**src/rtl/reg_file_pkg.sv**
```systemverilog
// Shared register-file widths and types for decode, register file and write-back.
package reg_file_pkg;

   localparam int unsigned DATA_W   = 16;
   localparam int unsigned ADDR_W   = 3;
   localparam int unsigned NUM_REGS = 2 ** ADDR_W;

   typedef logic [ADDR_W-1:0] reg_addr_t;
   typedef logic [DATA_W-1:0] reg_data_t;

endpackage : reg_file_pkg

```
**src/rtl/reg_file_read_port.sv**
```systemverilog
// One combinational read port: NUM_REGS:1 mux with optional R0 zero gating.
// Build option: REGFILE_ZERO_R0_EN forces reads of address 0 to zero.
module reg_file_read_port
   import reg_file_pkg::*;
(
   input  reg_data_t i_regs [NUM_REGS],
   input  reg_addr_t i_addr,
   output reg_data_t o_data
);

   always_comb begin
      o_data = i_regs[i_addr];
`ifdef REGFILE_ZERO_R0_EN
      if (i_addr == ADDR_W'(0)) begin
         o_data = '0;
      end
`endif
   end

endmodule : reg_file_read_port

```
**src/rtl/reg_file_8x16.sv**
```systemverilog
// 8 x 16-bit register file: two combinational read ports, one synchronous write port.
// Build option: REGFILE_ZERO_R0_EN makes register 0 hard-wired zero.
module reg_file_8x16
   import reg_file_pkg::*;
(
   input  logic      clk,
   input  logic      reset,
   input  logic      RegWrite,
   input  reg_addr_t read_reg_1,
   input  reg_addr_t read_reg_2,
   input  reg_addr_t write_reg,
   input  reg_data_t write_data,
   output reg_data_t read_data_1,
   output reg_data_t read_data_2
);

   reg_data_t r_regs [NUM_REGS];
   logic      w_wr_en;

   // Writes to r0 are dropped when it is hard-wired zero.
`ifdef REGFILE_ZERO_R0_EN
   assign w_wr_en = RegWrite && (write_reg != ADDR_W'(0));
`else
   assign w_wr_en = RegWrite;
`endif

   always_ff @(posedge clk) begin
      if (reset) begin
         for (int i = 0; i < int'(NUM_REGS); i++) begin
            r_regs[i] <= '0;
         end
      end else if (w_wr_en) begin
         r_regs[write_reg] <= write_data;
      end
   end

   reg_file_read_port u_rd_port_1 (
      .i_regs (r_regs),
      .i_addr (read_reg_1),
      .o_data (read_data_1)
   );

   reg_file_read_port u_rd_port_2 (
      .i_regs (r_regs),
      .i_addr (read_reg_2),
      .o_data (read_data_2)
   );

endmodule : reg_file_8x16

```
**config.mk**
```make
export PLATFORM = sky130hd
export DESIGN_NAME = reg_file_8x16
export DESIGN_NICKNAME = d
export VERILOG_FILES = /design/src/rtl/reg_file_pkg.sv /design/src/rtl/reg_file_read_port.sv /design/src/rtl/reg_file_8x16.sv
export SDC_FILE = /design/constraint.sdc
export NUM_CORES = 1
export LEC_CHECK = 0
export CAP_MARGIN = 0
export CORE_MARGIN = 4
export CORE_UTILIZATION = 40
export CTS_CLUSTER_SIZE = 25
export DETAILED_ROUTE_END_ITERATION = 10
export PLACE_DENSITY = 0.61
export SLEW_MARGIN = 20
export SYNTH_ARGS = -nofsm -noshare
export SYNTH_HDL_FRONTEND = slang
export SYNTH_SLANG_ARGS = --single-unit
export TNS_END_PERCENT = 5
```
**constraint.sdc**
```tcl
create_clock -name clk -period 1.4 [get_ports clk]
set_clock_uncertainty 0.05 [all_clocks]
set_input_delay 0.21 -clock clk [delete_from_list [all_inputs] [get_ports clk]]
set_output_delay 0.21 -clock clk [all_outputs]
set_load 0.01 [all_outputs]
```
== Word-level counts from Yosys, hierarchy flattened ==
Cells that the tools add are included.
Storage, ports and cells
  flip-flop bits (word level): 128
  input bits: 28
  output and inout port bits: 32
  word-level logic and storage cells: 25
Operators by class
  magnitude comparators: 4
  muxes and demuxes: 9
  bitwise gates (word level): 3
  reductions and logical operators: 1
Operator list (count)
  $bwmux 128: 1
  $bmux 16 s3: 2
  $mux 16: 5
  $demux 16 s3: 1
  $ge 4x4->1 const B: 3
  $not 3->4: 3
  $lt 4x1->1 const B: 1
  $logic_and 1x1->1: 1

== Longest topological paths before layout ==
  word-level depth: 6
  mapped depth: 6
  gate-level depth less buffers: 3

== Cells and area by module ==
Synthesis repeated with hierarchy kept, for this count alone.
Unflattened totals
  cell total of the unflattened synthesis: 574
  area, all modules: 7244.4 um2
By module, submodules not included
  reg_file_8x16: times used 1, cells each 460, area each 5102.4 um2
  reg_file_read_port: times used 2, cells each 57, area each 1071.0 um2

== Worst setup path before layout ==
OpenSTA, ideal clock, no wires.
  path type: in2out
  from: in read_reg_2[0]
  to: out read_data_2[9]
  arrival: 1.279 ns
  required time: 1.140 ns
  setup slack: -0.139 ns
  cell stages on the path: 4
  cell sequence: buf_6 > buf_6 > mux4_1 > mux2_2
On the way
  cells in the longest elaborated chain, start to end: 4
RTL lines
  from (decl): line reg_file_8x16.sv:10  | input reg_addr_t read_reg_2,
  $not 3->4 (not written as such): line reg_file_read_port.sv:12  | o_data = i_regs[i_addr];
  $bmux 16 s3: line reg_file_read_port.sv:12
  $mux 16 (not written as such) (2 in a row): line reg_file_read_port.sv:12
  to (decl): line reg_file_8x16.sv:14  | output reg_data_t read_data_2
No other way between the ends. The select of a mux whose other input is x is not followed.

== Final worst setup path ==
  from: reg r_regs[1] in the netlist's numbering
  to: out read_data_2[1]
On the way
  cells in the longest elaborated chain, start to end: 3
RTL lines
  from (decl): line reg_file_8x16.sv:17  | reg_data_t r_regs [NUM_REGS];
  from (signal, indexed assignment): line reg_file_8x16.sv:33  | r_regs[write_reg] <= write_data;
  $bmux 16 s3: line reg_file_read_port.sv:12
  $mux 16 (not written as such) (2 in a row): line reg_file_read_port.sv:12
No other way between the ends. The select of a mux whose other input is x is not followed.

==> impl_summary.md <==
Run status
The final reports fail on setup timing. The run finished, with violations left.

Place
Once placement finished, the instance area stood at ~7800 um^2. Routability-driven placement finished with a final weighted congestion of approximately 0.85. The total half-perimeter wirelength after legalization and detailed placement is between 10000 and 15000 um. During placement, the flow inserted port buffers numbering 59.

Routing
The wire length reported by the detailed router is 21100 um. The first-pass iteration count of the detailed router is 5. The detailed-route DRC error count is 0. The number of vias in the routed layout is 5743. After detailed routing, the average wire length per cell comes to roughly 21 um. The number of design-rule violations left by the first detailed-router iteration is 553. The routed via count divided by cell count is roughly 5.7. The number of nets with antenna violations after detailed routing is 0.

Die
The region available for standard cell placement spans between 15000 and 20000 um^2. After floorplanning, the core was divided into between 40 and 50 placement rows. The floorplan die area is 19300 um^2. The initial utilization of the core area, before any placement, comes to 41.0%. The die is 139 um wide. In this run the vertical extent of the chip is approximately 140 um.

The number of primary I/O pins is 60.

Clocking
The number of H-tree levels is 4. The clock transition time at the flip-flop clock pins of the worst setup and hold paths is roughly 60 ps. For this design, the sink count on the clock tree is roughly 130.

TritonCTS built the clock tree. The number of clock buffers added by TritonCTS is 17. At the later pin of the worst-skew pair, clock insertion delay measures about 420 ps. The hold buffer count at CTS is 0. The root cell of the clock tree is clkbuf_16. The buffers inserted during post-CTS setup optimization is 0. The deepest clock path buffer count is 2.

Power and ir drop
Cell internal power was estimated by the tool at roughly 0.0069 W. The analysis attributes to cell leakage a power of a little over 3 nW. The clock network fraction of design power is between 40% and 50%. Registers are responsible for between 40% and 50% of the overall power. The total chip power is roughly 0.009 W.

Net switching is 24.6% of the power. Combinational cells account for about 11% of the total power. The reported net switching power is 0.00224 W. The worst ir drop on vdd is approximately 0.9 mV. The power per standard cell area is 1080 nW/um^2.

Min path
The startpoint of the tightest hold check path is reset. In this run the worst hold path is classified as in -> reg.

Yosys
After synthesis, the cell types taking the most area are dfxtp_1 37%, mux4_1 16%, nand2_1 14%, a21oi_1 9.4%, mux4_2 7.6%. The share of the yosys chip area belonging to registers is a little under two fifths. The largest area contributor in the synthesized netlist is dfxtp_1. The mapped netlist covers a little under 7000 um^2. Sorting the synthesized cells by how often they occur yields 256 x nand2_1, 128 x a21oi_1, 128 x dfxtp_1, 41 x mux4_1, 32 x mux2_2.

The number of enable flip-flop cells after synthesis is 0. For this run, the leading register cell type out of synthesis is dfxtp_1. The number of flip-flops and latches in the synthesized netlist is approximately 130.

The mean post-synth cell area is approximately 10 um^2. The top cell type by area accounts for a little under two fifths of the synthesized area. The number of warnings reported in the yosys synthesis log is 0. The most common cell in the synthesized netlist is nand2_1.

The net count after synthesis is 733. Counting distinct cell types in the post-synthesis netlist gives 21. For this run, asynchronously set or reset flops after synthesis account for 0%. The cell count after synthesis is slightly above 700.

Finish
The number of fillers in the final layout is approximately 1500. The final net count is 799. The utilization of the core after routing is just over 50%. Once layout is done, the placed cells without fillers occupy about 8400 um^2.

More flip-flops sit in one register than any other, and that register is r_regs. The register with the most flip-flops in the layout has around 130 of them. 0 antenna diodes ended up in the layout.

The largest registers in the layout are r_regs x128. The synthesis-to-finish area growth is 23.3%. Cells with a size suffix above 1 make up between 30 and 40% of the layout.

Job
The max-capacitance violation count is 0.

Timing
The headroom to the max-slew limit is slightly above 70%. Static timing analysis puts the maximum clock frequency at ~0.52 GHz. The setup slack after layout is -518 ps. At the pin with the least slew margin, the transition time is around 440 ps. The hold violation total from the final report was 0. Setup repair after global routing could not meet its margin everywhere. The ratio of final minimum period to clock period is 137%. The final setup violation count is 32. The time the final worst path needs with I/O delays and setup is between 1500 and 2000 ps.

The final number of max-transition violations is 0.

Global routing
Entering global routing, the biggest net connects approximately 90 pins. Summed over all layers, the global routing overflow is 0. The overall global routing resource usage is 21.6%. The via count of the first global-routing pass is roughly 5700. The number of antenna violations at the first check in global routing is 0.

The first global-routing pass estimated between 30000 and 40000 um of wire.

Setup path
The arrival time at the worst endpoint is approximately 1700 ps. The endpoint class of the critical path is a primary output. The source of the critical timing path is r_regs[1]$_SDFFE_PP0P_. The highest-delay cell along the critical path is mux4_2. The peak per-stage delay on the critical path is about 510 ps.

Along the worst path, the maximum fanout reaches 3. The worst setup path is launched from a flop. The category of the most critical setup path is reg -> out.

The startpoint of the most critical register-to-register path is r_regs[96]$_SDFFE_PP0P_. Walking the worst path, the cells encountered are mux4_2, mux2_4, buf_6. The required time of the critical path is around 1100 ps.
-- metrics by stage --
step	hold slack [ps]	setup slack (ps)	std cells	TNS (ps)
2_1_floorplan	390	-78.1	705	-2320
3_3_place_gp	400	-761	972	-64260
3_5_place_dp	409	-761	972	-67760
4_1_cts	255	-532	1004	-16170
5_1_grt	274	-543	1004	-16930
6_report	235	-518	1004	-15730
-- repair_timing --
action	CTS	global route
setup endpoints to repair	48	81
resized for setup	197	21
gates cloned	0	0
pin swaps	0	2
-- power groups by stage --
stage,sequential (W),clock (W),combinational [W]
after floorplan,0.00384,0,0.000644
after CTS,0.00378,0.00436,0.000989
final,0.00379,0.00432,0.000998
after detailed placement,0.00386,0,0.000980
after global routing,0.00379,0.00451,0.00106
after global placement,0.00385,0,0.000965
-- layout make-up --
class	count	area, um^2	area share, %
multi-input combinational	496	3700	43.7
clock inverter	13	138	1.63
tap	220	275	3.26
timing repair buffer	128	1280	15.1
clock buffer	19	443	5.24
sequential	128	2620	31.0
-- layer usage --
layer | vias to the layer above | share of wire, % | routed length (um) | GRT usage, %
li1 | 2582 | - | - | -
met1 | 2839 | 40 | 8420 | 27.2
met2 | 268 | 51 | 10700 | 36.5
met3 | 54 | 5.9 | 1250 | 3.97
met4 | 0 | 3.3 | 691 | 9.11
met5 | - | 0 | 0 | 0
-- critical path: cells and delay by family (launching register included) --
kind	cells	cell delay, ps
mux	2	800
flops	1	330
buf+inv	1	120
-- logic make-up (layout without fill, tap and decap cells) --
group                  after synthesis  count (layout)  synth area share (%)
AND/OR/NAND/NOR                    272             272                  16.6
multiplexers                        96              96                  28.6
AO/OA/AOI/OAI                      128             128                  9.35
buffers and inverters               81             160                  8.07
flip-flops                         128             128                  37.4
-- layout by cell type (no fill, tap or decap), types with 2 or more instances in the layout --
cell type	n
buf_6	30
mux2_4	31
and4b_1	3
clkinv_4	3
clkinv_2	4
a21oi_1	128
nand2_1	256
nand4b_1	3
dfxtp_2	45
nand4bb_1	3
clkdlybuf4s50_1	20
mux4_2	64
dfxtp_1	83
buf_4	51
and4bb_2	3
bufinv_16	2
buf_12	14
clkbuf_16	17
buf_2	11
clkinvlp_4	3
-- path summary, 6_finish.rpt --
| check | endpoint | slack (ps) | cells past startpoint |
|---|---|---|---|
| worst min-delay path | r_regs[20]$_SDFFE_PP0P_ | 230 | 3 |
| worst max-delay path | read_data_2[1] | -520 | 3 |
| worst max register to register | r_regs[96]$_SDFFE_PP0P_ | 630 | 3 |
| worst min register to register | r_regs[102]$_SDFFE_PP0P_ | 410 | 2 |
Power figures use the tool's default switching activity.
